[src/rtl/fifo_bank_seq.sv]
// Sequencer for the IF/OF FIFO buffer bank: fill IF, stream to PEs, capture results in OF, drain.
// Carries no data; only drives FIFO enables and handshake valids around the bank.
module fifo_bank_seq #(
    parameter int unsigned DEPTH_WIDTH = 4,
    parameter int unsigned CNT_WIDTH   = DEPTH_WIDTH + 1
) (
    input  logic                 clk,
    input  logic                 rst,
    input  logic                 start_i,
    input  logic [CNT_WIDTH-1:0] tile_len_i,
    output logic                 busy_o,
    output logic                 done_o,
    output logic                 err_o,
    input  logic                 in_valid_i,
    output logic                 in_ready_o,
    output logic [1:0]           if_fifo_ctrl,
    input  logic [1:0]           if_fifo_resp,
    output logic                 pe_valid_o,
    input  logic                 pe_result_valid_i,
    output logic [1:0]           of_fifo_ctrl,
    input  logic [1:0]           of_fifo_resp,
    output logic                 out_valid_o,
    input  logic                 out_ready_i
);

    localparam logic [CNT_WIDTH-1:0] MaxLen = CNT_WIDTH'(1) << DEPTH_WIDTH;

    typedef enum logic [2:0] {StIdle, StFill, StCompute, StDrain, StDone} state_e;

    state_e               state_q, state_d;
    logic [CNT_WIDTH-1:0] len_q, len_d;
    logic [CNT_WIDTH-1:0] wr_cnt_q, wr_cnt_d;
    logic [CNT_WIDTH-1:0] rd_cnt_q, rd_cnt_d;
    logic [CNT_WIDTH-1:0] res_cnt_q, res_cnt_d;
    logic [CNT_WIDTH-1:0] iss_cnt_q, iss_cnt_d;
    logic [CNT_WIDTH-1:0] acc_cnt_q, acc_cnt_d;
    logic                 pe_valid_q, pe_valid_d;
    logic                 out_valid_q, out_valid_d;
    logic                 err_q, err_d;

    logic if_full, if_empty, of_full, of_empty;
    logic if_wr, if_rd, of_wr, of_rd, in_ready, done;

    assign if_full  = if_fifo_resp[0];
    assign if_empty = if_fifo_resp[1];
    assign of_full  = of_fifo_resp[0];
    assign of_empty = of_fifo_resp[1];

    always_comb begin
        state_d     = state_q;
        len_d       = len_q;
        wr_cnt_d    = wr_cnt_q;
        rd_cnt_d    = rd_cnt_q;
        res_cnt_d   = res_cnt_q;
        iss_cnt_d   = iss_cnt_q;
        acc_cnt_d   = acc_cnt_q;
        err_d       = err_q;
        pe_valid_d  = 1'b0;
        out_valid_d = 1'b0;
        in_ready    = 1'b0;
        if_wr       = 1'b0;
        if_rd       = 1'b0;
        of_wr       = 1'b0;
        of_rd       = 1'b0;
        done        = 1'b0;

        unique case (state_q)
            StIdle: begin
                if (start_i) begin
                    if (tile_len_i != '0 && tile_len_i <= MaxLen) begin
                        len_d     = tile_len_i;
                        wr_cnt_d  = '0;
                        rd_cnt_d  = '0;
                        res_cnt_d = '0;
                        iss_cnt_d = '0;
                        acc_cnt_d = '0;
                        err_d     = 1'b0;
                        state_d   = StFill;
                    end else begin
                        err_d = 1'b1;
                    end
                end
            end
            StFill: begin
                in_ready = !if_full && (wr_cnt_q < len_q);
                if_wr    = in_valid_i && in_ready;
                if (if_wr) wr_cnt_d = wr_cnt_q + 1'b1;
                if (wr_cnt_q == len_q) state_d = StCompute;
            end
            StCompute: begin
                if_rd      = !if_empty && (rd_cnt_q < len_q);
                pe_valid_d = if_rd;
                if (if_rd) rd_cnt_d = rd_cnt_q + 1'b1;
                // A result arriving while OF is full is lost but still counted, so the tile ends.
                if (pe_result_valid_i) begin
                    if (res_cnt_q < len_q) begin
                        res_cnt_d = res_cnt_q + 1'b1;
                        if (of_full) err_d = 1'b1;
                        else         of_wr = 1'b1;
                    end else begin
                        err_d = 1'b1;
                    end
                end
                if (res_cnt_q == len_q) state_d = StDrain;
            end
            StDrain: begin
                of_rd = !of_empty && (iss_cnt_q < len_q) && (!out_valid_q || out_ready_i);
                if (of_rd) iss_cnt_d = iss_cnt_q + 1'b1;
                out_valid_d = of_rd ? 1'b1 : (out_ready_i ? 1'b0 : out_valid_q);
                if (out_valid_q && out_ready_i) acc_cnt_d = acc_cnt_q + 1'b1;
                if (acc_cnt_q == len_q) state_d = StDone;
            end
            StDone: begin
                done    = 1'b1;
                state_d = StIdle;
            end
            default: state_d = StIdle;
        endcase

        if (pe_result_valid_i && state_q != StCompute) err_d = 1'b1;
    end

    always_ff @(posedge clk or posedge rst) begin
        if (rst) begin
            state_q     <= StIdle;
            len_q       <= '0;
            wr_cnt_q    <= '0;
            rd_cnt_q    <= '0;
            res_cnt_q   <= '0;
            iss_cnt_q   <= '0;
            acc_cnt_q   <= '0;
            pe_valid_q  <= 1'b0;
            out_valid_q <= 1'b0;
            err_q       <= 1'b0;
        end else begin
            state_q     <= state_d;
            len_q       <= len_d;
            wr_cnt_q    <= wr_cnt_d;
            rd_cnt_q    <= rd_cnt_d;
            res_cnt_q   <= res_cnt_d;
            iss_cnt_q   <= iss_cnt_d;
            acc_cnt_q   <= acc_cnt_d;
            pe_valid_q  <= pe_valid_d;
            out_valid_q <= out_valid_d;
            err_q       <= err_d;
        end
    end

    assign busy_o       = (state_q != StIdle);
    assign done_o       = done;
    assign err_o        = err_q;
    assign in_ready_o   = in_ready;
    assign if_fifo_ctrl = {if_rd, if_wr};
    assign of_fifo_ctrl = {of_rd, of_wr};
    assign pe_valid_o   = pe_valid_q;
    assign out_valid_o  = out_valid_q;

endmodule

[config.mk]
export PLATFORM = sky130hd
export DESIGN_NAME = fifo_bank_seq
export DESIGN_NICKNAME = d
export VERILOG_FILES = /design/src/rtl/fifo_bank_seq.sv
export SDC_FILE = /design/constraint.sdc
export NUM_CORES = 1
export LEC_CHECK = 0
export CAP_MARGIN = 25
export CORE_ASPECT_RATIO = 0.6
export CORE_MARGIN = 4
export CORE_UTILIZATION = 30
export CTS_BUF_LIST = sky130_fd_sc_hd__clkbuf_8 sky130_fd_sc_hd__clkbuf_16
export DETAILED_ROUTE_END_ITERATION = 7
export SYNTH_ARGS = -nofsm -noshare
export SYNTH_HDL_FRONTEND = slang
export SYNTH_SLANG_ARGS = --single-unit
[constraint.sdc]
create_clock -name clk -period 3.65 [get_ports clk]
set_input_delay 0.73 -clock clk [delete_from_list [all_inputs] [get_ports clk]]
set_output_delay 0.73 -clock clk [all_outputs]
set_load 0.02 [all_outputs]
* After elaboration in Yosys (flattened, before gate mapping)
Cells that the tools add are included.
Storage, ports and cells: register bits 36, input port bits 15, output and inout port bits 10, word-level logic and storage cells 109
Cells by class: add/subtract/negate cells 5, $lt $le $gt $ge 5, equal/unequal tests 23, muxes and demuxes 38, reduce and logical (&&, ||, !) cells 28
Operator list (number):
- one-hot mux 5 bit (2 select lines) | 5
- 2-to-1 mux 5 bit | 8
- adder 5 x 1 -> 5 bit, second input constant | 5
- != test 2 bit, second input constant | 11
- less-than comparator 5 bit | 4
- AND reduction 4 bit | 5
- 2-to-1 mux 1 bit | 18
- equality test 5 bit | 3
- 2-to-1 mux 3 bit | 5
- one-hot mux 3 bit (4 select lines) | 1
- AND reduction 5 bit | 2
- != test 3 bit, second input constant | 3
- logical AND 1 bit | 8
- equality test 3 x 2 -> 1 bit, second input constant | 2
- nonzero test 2 bit | 3
- nonzero test 3 bit | 2
- less-or-equal comparator 5 bit, second input constant | 1
- nonzero test 5 bit | 1
- zero test 1 bit | 4
- != test 4 bit, second input constant | 1
- equality test 3 x 1 -> 1 bit, second input constant | 1
- equality test 3 bit, second input constant | 1
- zero test 3 bit | 1
- != test 3 x 2 -> 1 bit, second input constant | 1
- other kinds (3) | 3

* Logic depth before layout (Yosys ltp)
Gate-level depths: netlist of the first run.
depth after elaboration 6, mapped depth 8, mapped depth without buffers 7

* Worst setup path before layout of the first run
Ideal clock, no wire load.
kind register -> output, from reg len_q[4], to out if_fifo_ctrl[0], arrival 1.708 ns, data required time 2.920 ns, setup slack 1.212 ns, cell stages (with the launch flop) 9, buffers on the path 1, cells stage by stage dfrtp_1 inv_1 ha_1 a211oi_1 nand2_1 nor2_1 nand2_1 inv_1 buf_4
Between the ends: word-level cells in the longest chain between the ends 4
RTL lines:
- start, declared | line 31 | logic [CNT_WIDTH-1:0] len_q, len_d;
- start signal, assigned | line 137 | len_q <= len_d;
- less-than comparator 5 bit | line 85 | in_ready = !if_full && (wr_cnt_q < len_q);
- logical AND 1 bit | line 85
- logical AND 1 bit | line 86 | if_wr = in_valid_i && in_ready;
- 2-to-1 mux 1 bit | line 67 | unique case (state_q)
- end, declared | line 16 | output logic [1:0] if_fifo_ctrl,
Every way passes these cells.

* Worst setup path after layout of the first run
from reg len_q[3], to out of_fifo_ctrl[0]
Between the ends: word-level cells in the longest chain between the ends 4
RTL lines:
- less-than comparator 5 bit | line 96 | if (res_cnt_q < len_q) begin
- 2-to-1 mux 1 bit | line 96
- 2-to-1 mux 1 bit | line 95 | if (pe_result_valid_i) begin
- 2-to-1 mux 1 bit | line 67
- end, declared | line 20 | output logic [1:0] of_fifo_ctrl,
Every way passes these cells.

==> results of run 1 <==
-- metrics by stage --
stage	std cells	area [sq um]
6_report	392	2900
5_1_grt	392	2900
4_1_cts	392	2900
3_5_place_dp	384	2740
3_3_place_gp	384	2740
2_1_floorplan	258	2370
-- final timing paths --
check | start | to | cells past startpoint
min in group asynchronous | rst | err_o | 3
min reg2reg | acc_cnt_q[4] | acc_cnt_q[4] | 1
max reg2reg | len_q[4] | wr_cnt_q[4] | 7
max in group asynchronous | rst | wr_cnt_q[2] | 3
min | acc_cnt_q[4] | acc_cnt_q[4] | 1
max | len_q[3] | of_fifo_ctrl[0] | 7
-- state kept, by name (all words and copies together), names as in the netlist --
signal       cells
res_cnt_q        5
rd_cnt_q         5
state_q          3
acc_cnt_q        5
iss_cnt_q        5
len_q            5
out_valid_o      1
wr_cnt_q         5
pe_valid_o       1
err_o            1
-- area by class of cell --
cell class / instances / area (sq um)
Multi-Input combinational cell: 198 / 1360
Sequential cell: 36 / 901
Fill cell: 741 / 4570
Inverter: 14 / 52.6
Tap cell: 104 / 130
Clock inverter: 3 / 38.8
Timing Repair Buffer: 32 / 300
Clock buffer: 5 / 125
-- synth_stat cells, types with 3 or more instances --
| cell | count | area [sq um] |
|---|---|---|
| dfrtp_1 | 36 | 901 |
| nand2_1 | 28 | 105 |
| ha_1 | 23 | 288 |
| o21ai_0 | 19 | 95.1 |
| nor2_1 | 16 | 60.1 |
| inv_1 | 14 | 52.6 |
| nand3_1 | 14 | 70.1 |
| a21oi_1 | 12 | 60.1 |
| mux2i_1 | 8 | 80.1 |
| nand4_1 | 8 | 50.1 |
| nand2b_1 | 6 | 37.5 |
| nor3_1 | 6 | 30.0 |
| xor2_1 | 6 | 52.6 |
| xnor2_1 | 5 | 43.8 |
| a31oi_1 | 4 | 25.0 |
| and3_1 | 4 | 25.0 |
| buf_2 | 4 | 20.0 |
| buf_4 | 4 | 30.0 |
| a21o_1 | 3 | 22.5 |
| and2_1 | 3 | 18.8 |
| nor2b_1 | 3 | 18.8 |
| nor3b_1 | 3 | 22.5 |
| o211ai_1 | 3 | 22.5 |
-- critical path: cells and delay by family, from the launching register on --
kind,cells,cell delay [ns]
buf+inv,2,0.89
compound gates,2,0.46
simple gates,2,0.42
flops,1,0.39
fa+ha+maj,1,0.30
-- routing by layer --
metal	part of all wire [%]	vias up	wire (um)	global-route usage, %
met4	0.49	0	29	3.35
met3	8.0	4	480	3.68
met5	0	-	0	0
met2	39	65	2310	18.1
li1	-	991	-	-
met1	53	948	3140	21.9
-- cell families (layout without fill, tap and decap cells) --
| group | count (synthesis) | after routing | synth area share, % |
|---|---|---|---|
| buf+inv | 24 | 54 | 4.95 |
| xor+xnor | 11 | 11 | 4.06 |
| fa+ha+maj | 23 | 23 | 12.1 |
| flops | 36 | 36 | 37.9 |
| simple gates | 99 | 99 | 21.4 |
| mux | 10 | 10 | 4.32 |
| compound gates | 55 | 55 | 15.2 |
-- power by group through the flow --
stage,sequential [uW],clock [uW],combinational [uW]
floorplan,589,0,635
global placement,608,0,892
detailed placement,610,0,917
CTS,605,495,923
global route,623,519,1050
finish,606,486,925
==> flow_summary.yaml, run 1 <==
status:
  status: "finished, final reports clean"
floorplan:
  initial_core_util_pct: 31.8
  die_w_um: 123
  top_level_ports: 25
  core_sq_um: 7480
  fp.dieH_um: 76.9
  rows: 24
  die_area_sq_um: 9450
finish:
  final_cell_mix: "dfrtp_1 (36), nand2_1 (28), clkdlybuf4s50_1 (24)"
  area_delta_synth_final_pct: 22.3
  fin_nets: 325
  utilization_pct: 38.8
  layout-drive-gt1-share_pct: 6.60
  layout_commonest_cell: "dfrtp_1"
  n_antenna_cell: 0
synth:
  ys_seq_area_share_pct: 37.9
  ys_ff_latch: 36
  syn_inst: 258
  yosysWarnings: 0
  synth_cell_type_count: 44
  synthArstFlopShare_pct: 100
  mappedNetlistArea_sq_um: 2370
  synth_edf_count: 0
  ys.flop_type: "dfrtp_1"
  synth_area_per_cell_sq_um: 9.20
  syn-num-nets: 296
critical_path:
  crit_chain: "inv_1, ha_1, a21o_1, a21oi_1, nand2_1, nor3_1, clkdlybuf4s50_1"
  cpPeakStageDelay_ns: 0.64
  critPathKind: "flip-flop to output pin"
  startpoint_type: "flip-flop"
  cp_data_required_time_ns: 2.92
  cp_max_fo: 5
  reg2reg_slack_ns: 1.35
  cp-end-kind: "output pin"
  arrival_ns: 2.74
  crit_slowest_cell: "clkdlybuf4s50_1"
clock_tree:
  clk_pin_slew_ns: 0.06
  h-tree-depth: 2
  worstSkewPairLatency_ns: 0.28
  post_cts_buffers: 0
  clk_path_buf_depth: 2
  ctsHoldBuffers: 0
  cts_resized: 0
  clock_sinks: 36
  cts_buffers: 5
  cts_tree: "yes"
  cts-root-buf: "clkbuf_16"
sta:
  tightest_slew_ns: 0.496
  max_freq_mhz: 289
  fin_skew_ns: 0.00454
  setup_tns_ns: 0
  finalCritPeriodShare_pct: 94.9
  post-route-min-period_ns: 3.47
  setup_violations: 0
  slew_viol_final: 0
  maxSlewHeadroom_pct: 66.9
  worst_slack_ns: 0.184
  rsz0062_at_grt: "false"
  whs_ns: 0.508
  finalHoldViolCount: 0
pwr:
  clkPwrFrac_pct: 24.1
  total_power_uw: 2020
  switchingPower_uw: 819
  pwr-share-comb_pct: 45.9
  p_int_uw: 1200
  vdd_drop_max_v: 0.000233
  power_density_nw_per_um2: 695
  swShare_pct: 40.6
  p_leak_uw: 0.00135
  p_seq_share_pct: 30.1
placement:
  dp_hpwl_um: 4480
  port_buffers: 24
  post-place-ws_ns: 0.298
  gp_congestion: 0.859
detailed_routing:
  wl_per_cell_um: 15.2
  viasPerCell: 5.12
  drc: 0
  first_pass_iters: 4
  vias: 2008
  first_iter_violations: 163
  final_antenna_net_count: 0
  wirelength_um: 5960
global_routing:
  grt.overflow.total: 0
  grt_first_pass_wirelength_um: 10300
  first_global_vias: 1992
  grt_max_degree: 37
  antenna_found_initial: 0
  track_usage_pct: 13.8
run:
  maxCapViolCount: 0
worst_hold_path:
  min_path_type: "flip-flop to flip-flop"
Note: power is estimated with default switching activity, not from simulation.
==> inputs of run 2 (changes only) <==
CORE_MARGIN = not set   (was 4)
==> run 2 against run 1 <==
Via count rose by 1.4%; register-to-register slack got worse by 0.04 ns; largest cell class unchanged; highest routed layer is now met3; critical endpoint is now of_fifo_ctrl[1]; wire length fell by 0.49%; die area fell by 12%; combinational power barely moved; sequential power rose by 2%; power fell by 3.6%.
==> flow_summary.yaml, run 2 (synthesized netlist as in run 1, its figures left out) <==
status:
  status: "finished, final reports clean"
global_routing:
  grt.overflow.total: 0
  grt_max_degree: 37
  grt_first_pass_wirelength_um: 9970
  first_global_vias: 1975
  antenna_found_initial: 0
  track_usage_pct: 15.7
worst_hold_path:
  min_path_type: "flip-flop to flip-flop"
placement:
  port_buffers: 24
  dp_hpwl_um: 4440
  gp_congestion: 0.853
detailed_routing:
  final_antenna_net_count: 0
  viasPerCell: 5.19
  drc: 0
  first_iter_violations: 96
  wl_per_cell_um: 15.1
  vias: 2036
  first_pass_iters: 5
  wirelength_um: 5930
floorplan:
  top_level_ports: 25
  initial_core_util_pct: 31.9
  rows: 24
  die_w_um: 117
  core_sq_um: 7450
  fp.dieH_um: 70.9
  die_area_sq_um: 8290
clock_tree:
  ctsHoldBuffers: 0
  cts_tree: "yes"
  worstSkewPairLatency_ns: 0.27
  cts-root-buf: "clkbuf_16"
  cts_resized: 0
  clk_path_buf_depth: 2
  h-tree-depth: 2
  clk_pin_slew_ns: 0.05
  post_cts_buffers: 0
  clock_sinks: 36
  cts_buffers: 5
sta:
  max_freq_mhz: 289
  fin_skew_ns: 0.00199
  setup_tns_ns: 0
  slew_viol_final: 0
  post-route-min-period_ns: 3.47
  rsz0062_at_grt: "false"
  finalCritPeriodShare_pct: 94.9
  maxSlewHeadroom_pct: 63.1
  finalHoldViolCount: 0
  setup_violations: 0
  tightest_slew_ns: 0.538
critical_path:
  crit_family: "buffers and inverters"
  crit_chain: "inv_1, ha_1, a211oi_1, o211ai_1, nor2_1, clkdlybuf4s50_1"
  cpPeakStageDelay_ns: 0.64
  startpoint_type: "flip-flop"
  cp_num_buf_inv: 2
  crit_slowest_cell: "clkdlybuf4s50_1"
  cp_max_fo: 6
  cp-end-kind: "output pin"
  cp_data_required_time_ns: 2.92
  critPathKind: "flip-flop to output pin"
  arrival_ns: 2.74
pwr:
  power_density_nw_per_um2: 675
  vdd_drop_max_v: 0.000244
  p_leak_uw: 0.00134
run:
  maxCapViolCount: 0
finish:
  layout_commonest_cell: "dfrtp_1"
  fillers: 775
  utilization_pct: 38.7
  regArea_sq_um: 901
  fin_nets: 326
  area_delta_synth_final_pct: 21.3
  final_cell_mix: "dfrtp_1 (36), nand2_1 (28), clkdlybuf4s50_1 (24)"
  layout-drive-gt1-share_pct: 6.60
  n_antenna_cell: 0
  multi_input_area_sq_um: 1360
-- run 2: changes by cell type in the layout (fill, tap and decap cells not counted) --
cell       previous run  this run
buf_4                 8         9
bufinv_16             1         0
-- run 2: per-stage QoR --
stage               setup slack [ns]  total power [uW]  instance area [sq um]  hold WS, ns  instances
CTS                            0.171              1950                   2880        0.511        392
global route                  0.0134              2100                   2880        0.527        392
global placement               0.336              1510                   2750        0.509        385
detailed placement             0.251              1530                   2750        0.502        385
finish                         0.185              1940                   2880        0.504        392
floorplan                       1.21              1220                   2370        0.470        258
-- run 2: final timing paths --
path | start | to | slack, ns | depth (start not counted)
worst max-delay path | len_q[4] | of_fifo_ctrl[1] | 0.18 | 6
worst min-delay path | acc_cnt_q[4] | acc_cnt_q[4] | 0.50 | 1
worst max register to register | len_q[4] | wr_cnt_q[4] | 1.31 | 7
worst min register to register | acc_cnt_q[4] | acc_cnt_q[4] | 0.50 | 1
max in group asynchronous | rst | wr_cnt_q[3] | 2.44 | 3
min in group asynchronous | rst | acc_cnt_q[4] | 0.87 | 3
-- run 2: cell type report --
cell class                 count  area share, %
tap                          104           4.52
inverter                      14           1.82
clock inverter                 2          0.304
clock buffer                   5           4.34
multi-input combinational    198           47.1
timing repair buffer          33           10.7
sequential                    36           31.3
-- run 2: report_power, final --
group,switching [uW],internal (uW),leakage [uW]
clock,158,245,0.0000709
combinational,535,387,0.000795
sequential,122,497,0.000479
total,815,1130,0.00134
-- run 2: per-layer routing --
| metal | routed length (um) | global-route usage, % | vias to the layer above |
|---|---|---|---|
| li1 | - | - | 993 |
| met1 | 3250 | 24.7 | 984 |
| met2 | 2410 | 22.2 | 59 |
| met3 | 271 | 3.43 | 0 |
| met4 | 0 | 2.11 | 0 |
| met5 | 0 | 0 | - |
==> inputs of run 3 (changes only) <==
CORE_MARGIN = 4   (was not set)
clock period = 2.8 ns   (was 3.65 ns; I/O delays follow)
==> run 3 against run 2 <==
Clock-buffer cell count unchanged; via count up 1.4%; hold slack better by 0.016 ns; global-route usage down 2.1 points; clock skew up 0.0032 ns; wire length up 1.4%; setup slack worse by 0.021 ns; sequential power up 27%; cell area up 5.3%; clock power up 31%; largest cell class unchanged.
==> flow_summary.yaml, run 3 (synthesized netlist as in run 1, its figures left out) <==
clock_tree:
  clock_sinks: 36
  cts_tree: "yes"
  cts_buffers: 5
  cts-root-buf: "clkbuf_16"
  worstSkewPairLatency_ns: 0.27
  clk_pin_slew_ns: 0.06
  h-tree-depth: 2
  clk_path_buf_depth: 2
sta:
  fin_skew_ns: 0.00521
  tightest_slew_ns: 0.477
  maxSlewHeadroom_pct: 68.2
  rsz0062_at_grt: "false"
  post-route-min-period_ns: 2.64
  setup_violations: 0
  finalCritPeriodShare_pct: 94.2
  finalHoldViolCount: 0
  max_freq_mhz: 379
  slew_viol_final: 0
finish:
  layout-drive-gt1-share_pct: 14.7
  fillers: 735
  area_delta_synth_final_pct: 27.7
  regArea_sq_um: 901
  fin_area_sq_um: 3030
  multi_input_area_sq_um: 1370
  layout_commonest_cell: "dfrtp_1"
  final_cell_mix: "dfrtp_1 (36), nand2_1 (28), buf_4 (28)"
  n_antenna_cell: 0
  fin_nets: 345
floorplan:
  top_level_ports: 25
  fp.dieH_um: 76.9
  initial_core_util_pct: 31.8
  die_area_sq_um: 9450
  core_sq_um: 7480
  die_w_um: 123
  rows: 24
detailed_routing:
  first_pass_iters: 4
  wl_per_cell_um: 14.6
  drc: 0
  first_iter_violations: 231
  viasPerCell: 5.02
  final_antenna_net_count: 0
  wirelength_um: 6020
  vias: 2065
run:
  maxCapViolCount: 0
critical_path:
  cp_max_fo: 4
  reg2reg_slack_ns: 0.70
  cp_data_required_time_ns: 2.24
  startpoint_type: "flip-flop"
  arrival_ns: 2.08
  critPathKind: "flip-flop to output pin"
  cp-end-kind: "output pin"
placement:
  place_area_sq_um: 2890
  gp_congestion: 0.843
  dp_hpwl_um: 4660
  port_buffers: 24
global_routing:
  grt.overflow.total: 0
  antenna_found_initial: 0
  first_global_vias: 2039
  grt_max_degree: 37
  grt_first_pass_wirelength_um: 10200
  track_usage_pct: 13.7
pwr:
  total_power_uw: 2680
  switchingPower_uw: 1100
  p_int_uw: 1580
  p_leak_uw: 0.00145
  power_density_nw_per_um2: 885
  swShare_pct: 41.1
  clkPwrFrac_pct: 19.7
  vdd_drop_max_v: 0.000276
  p_seq_share_pct: 29.3
  pwr-share-comb_pct: 51.1
worst_hold_path:
  min_path_type: "flip-flop to flip-flop"
status:
  status: "finished, final reports clean"
run 3: cell count changes in the layout (fill, tap and decap cells not counted), sizes merged:
| cell | previous run | this run |
|---|---|---|
| buf | 9 | 28 |
| clkdlybuf4s50 | 24 | 19 |
| dlygate4sd2 | 0 | 3 |
| clkbuf | 5 | 6 |
| clkdlybuf4s15 | 0 | 1 |
run 3: power by group through the flow:
stage               logic (uW)  registers (uW)  clock network, uW
CTS                       1360             784                536
finish                    1370             785                528
detailed placement        1340             790                  0
global placement          1320             785                  0
floorplan                  828             768                  0
global route              1530             806                562
run 3: worst max-delay path: stages, from the launching register on:
cell and delay, ns:
dfrtp_1 0.40, inv_2 0.12, ha_1 0.26, a21o_1 0.18
a31oi_1 0.20, o211ai_1 0.15, nor2_1 0.14, dlygate4sd2_1 0.35
run 3: final timing paths:
check                              from               to  depth (start not counted)
setup / recovery               len_q[2]  of_fifo_ctrl[1]                          7
hold / removal             acc_cnt_q[2]     acc_cnt_q[2]                          1
setup reg to reg               len_q[2]     iss_cnt_q[3]                          8
hold reg to reg            acc_cnt_q[2]     acc_cnt_q[2]                          1
max in group asynchronous           rst     iss_cnt_q[3]                          3
min in group asynchronous           rst            err_o                          3
run 3: metrics by stage:
step	util [%]	instances	hold WS, ns	setup TNS (ns)	setup slack [ns]
final	40.6	411	0.521	0	0.163
after global routing	40.6	411	0.564	0	0.0101
after CTS	40.6	411	0.527	0	0.121
after detailed placement	38.7	404	0.518	-0.0814	-0.0814
after global placement	38.7	404	0.509	-0.111	-0.111
after floorplan	-	258	0.470	0	0.532
run 3: layer usage:
layer	vias to the layer above	share of wire, %	track usage [%]
li1	1032	-	-
met2	51	38	17.9
met4	0	0.35	2.68
met3	2	6.4	3.60
met5	-	0	0
met1	980	56	21.9
run 3: final cells by class:
cell class | count | area share [%]
clock buffers | 5 | 4.13
clock inverters | 2 | 0.289
multi-input cells | 198 | 45.3
flip-flops and latches | 36 | 29.7
inverters | 14 | 1.73
well taps | 104 | 4.29
repair buffers | 52 | 14.6
run 3: what timing repair did:
action,4_1_cts,5_1_grt
resized for setup,11,4
buffers inserted,0,0
setup endpoints to repair,5,2
hold buffers,0,0
endpoints found under the hold margin,0,0
gates cloned,0,0
